### config.mk
export PLATFORM = sky130hd
export DESIGN_NAME = muldiv_unit
export DESIGN_NICKNAME = d
export VERILOG_FILES = /design/src/rtl/muldiv_pkg.sv /design/src/rtl/muldiv_step.sv /design/src/rtl/muldiv_unit.sv
export SDC_FILE = /design/constraint.sdc
export NUM_CORES = 1
export LEC_CHECK = 0
export BUFFER_PORTS_ARGS = -buffer_cell sky130_fd_sc_hd__buf_2
export CAP_MARGIN = 10
export CORE_AREA = 3 3 182 184
export DETAILED_ROUTE_END_ITERATION = 8
export DIE_AREA = 0 0 185 187
export PLACE_DENSITY_LB_ADDON = 0.12
export SLEW_MARGIN = 0
export SYNTH_ARGS = -nofsm -noshare
export SYNTH_HDL_FRONTEND = slang
export SYNTH_SLANG_ARGS = --single-unit
### constraint.sdc
create_clock -name clk -period 3.3 [get_ports clk]
set_input_delay 0.825 -clock clk [delete_from_list [all_inputs] [get_ports clk]]
set_output_delay 0.825 -clock clk [all_outputs]
set_load 0.03 [all_outputs]
### src/rtl/muldiv_pkg.sv
// Shared definitions for the iterative multiply/divide unit.
package muldiv_pkg;

  localparam int MD_WIDTH = 32;
  localparam int CNT_W    = $clog2(MD_WIDTH);

  typedef enum logic [2:0] {
    OP_MULT  = 3'b000,
    OP_MULTU = 3'b001,
    OP_DIV   = 3'b010,
    OP_DIVU  = 3'b011,
    OP_MTHI  = 3'b100,
    OP_MTLO  = 3'b101
  } op_e;

  typedef enum logic [1:0] {
    ST_IDLE = 2'b00,
    ST_RUN  = 2'b01,
    ST_FIX  = 2'b10
  } state_e;

endpackage

### src/rtl/muldiv_step.sv
// One radix-2 iteration: shift-add multiply or restoring shift-subtract divide.
// Multiply: acc is the running product, fed multiplier bits MSB first.
// Divide:   acc[2W-1:W] is the partial remainder, acc[W-1:0] collects quotient
//           bits; dividend bits are fed MSB first.
module muldiv_step #(
  parameter int WIDTH = 32
) (
  input  logic               i_div,
  input  logic [2*WIDTH-1:0] i_acc,
  input  logic [WIDTH-1:0]   i_opnd,
  input  logic               i_bit,
  output logic [2*WIDTH-1:0] o_acc
);

  logic [2*WIDTH-1:0] w_mul;
  logic [WIDTH:0]     w_shift;
  logic [WIDTH:0]     w_trial;
  logic               w_ge;
  logic [WIDTH-1:0]   w_rem;

  // Compute both candidate iterations and select by mode.
  always_comb begin
    w_mul   = {i_acc[2*WIDTH-2:0], 1'b0} +
              {{WIDTH{1'b0}}, (i_bit ? i_opnd : {WIDTH{1'b0}})};
    w_shift = {i_acc[2*WIDTH-1:WIDTH], i_bit};
    w_trial = w_shift - {1'b0, i_opnd};
    w_ge    = (w_shift >= {1'b0, i_opnd});
    // The restored remainder is always below the divisor, so it fits WIDTH bits.
    if (w_ge) begin
      w_rem = w_trial[WIDTH-1:0];
    end else begin
      w_rem = w_shift[WIDTH-1:0];
    end
    if (i_div) begin
      o_acc = {w_rem, i_acc[WIDTH-2:0], w_ge};
    end else begin
      o_acc = w_mul;
    end
  end

endmodule

### src/rtl/muldiv_unit.sv
// Iterative multiply/divide unit with architectural HI/LO registers.
// Signed operations run on magnitudes; the sign is fixed up in the FIX state.
module muldiv_unit
  import muldiv_pkg::*;
#(
  parameter int WIDTH = MD_WIDTH
) (
  input  logic             clk,
  input  logic             rst,
  input  logic             start,
  input  logic [2:0]       op,
  input  logic [WIDTH-1:0] a,
  input  logic [WIDTH-1:0] b,
  output logic             busy,
  output logic             done,
  output logic [WIDTH-1:0] hi,
  output logic [WIDTH-1:0] lo
);

  localparam int CW = $clog2(WIDTH);

  state_e             r_state, w_next;
  logic [CW-1:0]      r_cnt;
  logic [2*WIDTH-1:0] r_acc, w_acc_step, w_prod;
  logic [WIDTH-1:0]   r_opa, r_opb, r_hi, r_lo;
  logic [WIDTH-1:0]   w_abs_a, w_abs_b, w_quo, w_rem, w_hi_fix, w_lo_fix;
  logic               r_div, r_sgn, r_neg_a, r_neg_b, r_done;
  logic               w_idle, w_launch, w_mt;

  assign w_idle   = (r_state == ST_IDLE);
  assign w_launch = start && w_idle && (op[2] == 1'b0);
  assign w_mt     = start && w_idle && ((op == OP_MTHI) || (op == OP_MTLO));

  assign busy = !w_idle;
  assign done = r_done;
  assign hi   = r_hi;
  assign lo   = r_lo;

  muldiv_step #(.WIDTH(WIDTH)) u_step (
    .i_div  (r_div),
    .i_acc  (r_acc),
    .i_opnd (r_opb),
    .i_bit  (r_opa[WIDTH-1]),
    .o_acc  (w_acc_step)
  );

  // Operand magnitudes: signed ops (op[0]==0) take the absolute value.
  always_comb begin
    if ((op[0] == 1'b0) && a[WIDTH-1]) begin
      w_abs_a = -a;
    end else begin
      w_abs_a = a;
    end
    if ((op[0] == 1'b0) && b[WIDTH-1]) begin
      w_abs_b = -b;
    end else begin
      w_abs_b = b;
    end
  end

  // Sign correction and divide-by-zero handling for the final HI/LO values.
  always_comb begin
    if (r_sgn && (r_neg_a ^ r_neg_b)) begin
      w_prod = -r_acc;
    end else begin
      w_prod = r_acc;
    end
    // A zero divisor yields an all-ones quotient; the remainder already equals |a|.
    if (r_opb == {WIDTH{1'b0}}) begin
      w_quo = {WIDTH{1'b1}};
    end else if (r_sgn && (r_neg_a ^ r_neg_b)) begin
      w_quo = -r_acc[WIDTH-1:0];
    end else begin
      w_quo = r_acc[WIDTH-1:0];
    end
    if (r_sgn && r_neg_a) begin
      w_rem = -r_acc[2*WIDTH-1:WIDTH];
    end else begin
      w_rem = r_acc[2*WIDTH-1:WIDTH];
    end
    if (r_div) begin
      w_hi_fix = w_rem;
      w_lo_fix = w_quo;
    end else begin
      w_hi_fix = w_prod[2*WIDTH-1:WIDTH];
      w_lo_fix = w_prod[WIDTH-1:0];
    end
  end

  // State register.
  always_ff @(posedge clk) begin
    if (!rst) begin
      r_state <= ST_IDLE;
    end else begin
      r_state <= w_next;
    end
  end

  // Next-state logic: IDLE -> RUN (WIDTH steps) -> FIX -> IDLE.
  always_comb begin
    w_next = r_state;
    case (r_state)
      ST_IDLE: begin
        if (w_launch) begin
          w_next = ST_RUN;
        end else begin
          w_next = ST_IDLE;
        end
      end
      ST_RUN: begin
        if (r_cnt == CW'(WIDTH - 1)) begin
          w_next = ST_FIX;
        end else begin
          w_next = ST_RUN;
        end
      end
      ST_FIX:  w_next = ST_IDLE;
      default: w_next = ST_IDLE;
    endcase
  end

  // Datapath: operand latch, iteration, HI/LO writes and the done pulse.
  always_ff @(posedge clk) begin
    if (!rst) begin
      r_cnt   <= {CW{1'b0}};
      r_acc   <= {(2*WIDTH){1'b0}};
      r_opa   <= {WIDTH{1'b0}};
      r_opb   <= {WIDTH{1'b0}};
      r_hi    <= {WIDTH{1'b0}};
      r_lo    <= {WIDTH{1'b0}};
      r_div   <= 1'b0;
      r_sgn   <= 1'b0;
      r_neg_a <= 1'b0;
      r_neg_b <= 1'b0;
      r_done  <= 1'b0;
    end else begin
      r_done <= 1'b0;
      if (w_launch) begin
        r_div   <= op[1];
        r_sgn   <= ~op[0];
        r_neg_a <= ~op[0] & a[WIDTH-1];
        r_neg_b <= ~op[0] & b[WIDTH-1];
        r_opa   <= w_abs_a;
        r_opb   <= w_abs_b;
        r_acc   <= {(2*WIDTH){1'b0}};
        r_cnt   <= {CW{1'b0}};
      end else if (w_mt) begin
        if (op == OP_MTHI) begin
          r_hi <= a;
        end else begin
          r_lo <= a;
        end
        r_done <= 1'b1;
      end else if (r_state == ST_RUN) begin
        r_acc <= w_acc_step;
        r_opa <= {r_opa[WIDTH-2:0], 1'b0};
        r_cnt <= r_cnt + CW'(1);
      end else if (r_state == ST_FIX) begin
        r_hi   <= w_hi_fix;
        r_lo   <= w_lo_fix;
        r_done <= 1'b1;
      end else begin
        r_cnt <= r_cnt;
      end
    end
  end

endmodule

==> run summary <==
Clk sinks - 204
Fin crit period - 3210 ps
Crit path cell chain - inv_4, buf_8, nor2_2, ha_1, a21oi_2, o211ai_1, nand4_1, a2111oi_4, buf_4, o21ai_2, nand2_2, buf_12, nand4_1, xnor2_2, mux2i_1, a22o_1
Commonest non-fill, non-tap cell in the layout - nand2_1
Headroom to the max-slew limit - 44.2%
Worst-Skew Late Latency - 560 ps
Asr flop ratio synth - 0%
Via count - 17097
Unrepaired setup endpoints after global routing - yes
Crit end category - flip-flop
Startpoint types - flip-flop
FMAX - 0.312 GHz
Most common cell on crit path - nand4_1
Fin. max-slew vios - 0
First-pass GRT wire length - 89800 µm
Leakage - 0.00795 µW
Peak supply drop - 0.364 mV
Chip height - 187 µm
Io pins - 136
Largest net degree at the start of global routing - 81
Vias per Instance - 6.17
Router iterations before antenna repair - 5
DR WL/cell - 21.2 µm
Total power - 7750 µW
Remaining antenna violation count - 0
Area post-placement - 17700 µm²
Cell Area, Synth - 15800 µm²
Vias in the first global route - 15702
GR Overflow Total - 0
Post-DP HPWL - 44300 µm
Cell row count - 65
Syn_nets - 2302
Seq/Total Area, Yosys - 25.8%
Total die area - 34600 µm²
Die W - 185 µm
CP Class - reg2reg
DRC - 0
Mapped Cells - 2159
Crit-path max FO - 7
Clock slew at reported path FFs - 70 ps
Final setup viols - 0
Fin Clk Skew - 20.3 ps
Status - finished, final reports clean
Slowest stage cell, crit path - a2111oi_4
#FFs+latches synth - 204
Pwr/cell area - 403 nW/µm²
Area used by multi-input combinational logic - 11300 µm²
Htree depth - 1
Ant. Diodes - 0
I/O Buffers - 135
Hold WS - 448 ps
EDFF count, synth - 0
Fillers - 2953
CP delay by family, top - compound AO/OA/AOI/OAI gates
Final nets - 2492
Library cells used by synthesis - 84
Register Area - 4090 µm²
Max-cap violation count - 0
Ys Warns - 0
CP bufs+invs - 4
Most frequent cells in the layout - nand2_1 (261), nor2_1 (222), dfxtp_1 (201), a21oi_1 (190), buf_4 (171)
All-layer global routing usage - 32.2%
P&R area growth vs syn - 21.5%
Design area - 19200 µm²
Period utilization - 97.2%
Detailed Route Iter0 Violations - 1681
Tightest Pin Transition - 834 ps
Post-Syn Area per Cell - 7.34 µm²
Clk root buf - clkbuf_16
Fin. Hold Viols - 0
Top_reg_cell synth - dfxtp_1
CTS buffer count - 26
TritonCTS clock tree - built
Hold crit path type - reg2reg
Proportion of layout cells with a drive suffix above 1 - 19.6%
Deepest clock path buffer count - 3
GPL Wtd Cong - 1.02
Initial Utilization - 50.2%
CP arrival - 3640 ps
Worst path max stage delay - 440 ps
Core Box Area - 31600 µm²
WP data required - 3740 ps
Initial antenna violation count - 0
Setup TNS - 0 ps
Drt total wl - 58700 µm
power by group:
group / internal, µW / switching (µW)
Clock: 1970 / 1220
Combinational: 715 / 1170
Sequential: 2570 / 103
Total: 5260 / 2490
synthesized netlist by cell type, types with 23 or more instances:
| cell type | count | share of area, % |
|---|---|---|
| nand2_1 | 262 | 6.2 |
| nor2_1 | 232 | 5.5 |
| dfxtp_1 | 204 | 26 |
| a21oi_1 | 199 | 6.3 |
| clkbuf_1 | 130 | 3.1 |
| o21ai_0 | 109 | 3.4 |
| xnor2_1 | 105 | 5.8 |
| xor2_1 | 92 | 5.1 |
| ha_1 | 71 | 5.6 |
| inv_1 | 71 | 1.7 |
| nand3_1 | 60 | 1.9 |
| nor3_1 | 44 | 1.4 |
| o211ai_1 | 41 | 1.9 |
| a211oi_1 | 40 | 1.9 |
| a311oi_1 | 35 | 1.9 |
| a21o_1 | 34 | 1.6 |
| o221ai_1 | 29 | 1.6 |
| nand4_1 | 28 | 1.1 |
| a31oi_1 | 23 | 0.91 |
cell type report:
class | instances | area share [%]
tap | 402 | 2.61
clock buffer | 33 | 3.83
sequential | 204 | 21.2
timing repair buffer | 317 | 11.2
clock inverter | 14 | 1.16
multi-input combinational | 1728 | 58.6
inverter | 72 | 1.42
path summary, 6_finish.rpt:
check,from,to,slack [ps],cells past startpoint
max,r_opa[31],r_acc[48],90,16
min,lo[24],lo[24],450,2
max reg2reg,r_opa[31],r_acc[48],90,16
min reg2reg,lo[24],lo[24],450,2
flip-flops by register name, indices dropped and copies added, names as in the netlist:
signal and cells:
r_acc 64, hi 32, lo 32, r_opa 32, r_opb 32, r_cnt 5
r_state 2, done 1, r_div 1, r_neg_a 1, r_neg_b 1, r_sgn 1
what timing repair did:
item / in CTS / in global routing
buffers inserted: 0 / 15
pin swaps: 2 / 29
gates resized for setup: 8 / 80
gates cloned: 0 / 4
endpoints found under the setup margin: 17 / 42
hold buffers: 0 / 0
metal layers:
metal  vias up  wire length (µm)  track usage [%]
li1       8195                 -                -
met1      8005             25900             46.8
met2       780             25400             48.4
met3       117              5070             4.28
met4         0              2390             12.2
met5         -                 0                0
cells by family after synthesis:
| kind of cell | share of synthesized area (%) |
|---|---|
| flip-flops | 25.8 |
| buffers and inverters | 5.51 |
| multiplexers | 1.75 |
| AND/OR/NAND/NOR | 22.8 |
| XOR/XNOR | 10.9 |
| AO/OA/AOI/OAI | 27.4 |
| adder cells (fa/ha/maj) | 5.86 |
metrics by stage:
stage	instances	setup slack (ps)	utilization, %
2_1_floorplan	2159	33.2	-
3_3_place_gp	2704	-44.7	56.2
3_5_place_dp	2704	-109	56.2
4_1_cts	2751	-5.82	59.3
5_1_grt	2770	-110	61.0
6_report	2770	90.9	61.0
worst reg2reg max path: stages, from the launching register on:
cell and delay [ps]:
dfxtp_2 340, inv_4 70, buf_8 130, nor2_2 50
ha_1 330, a21oi_2 70, o211ai_1 270, nand4_1 280
a2111oi_4 440, buf_4 170, o21ai_2 60, nand2_2 130
buf_12 140, nand4_1 140, xnor2_2 210, mux2i_1 90
a22o_1 190
(Power assumes the default switching activity.)
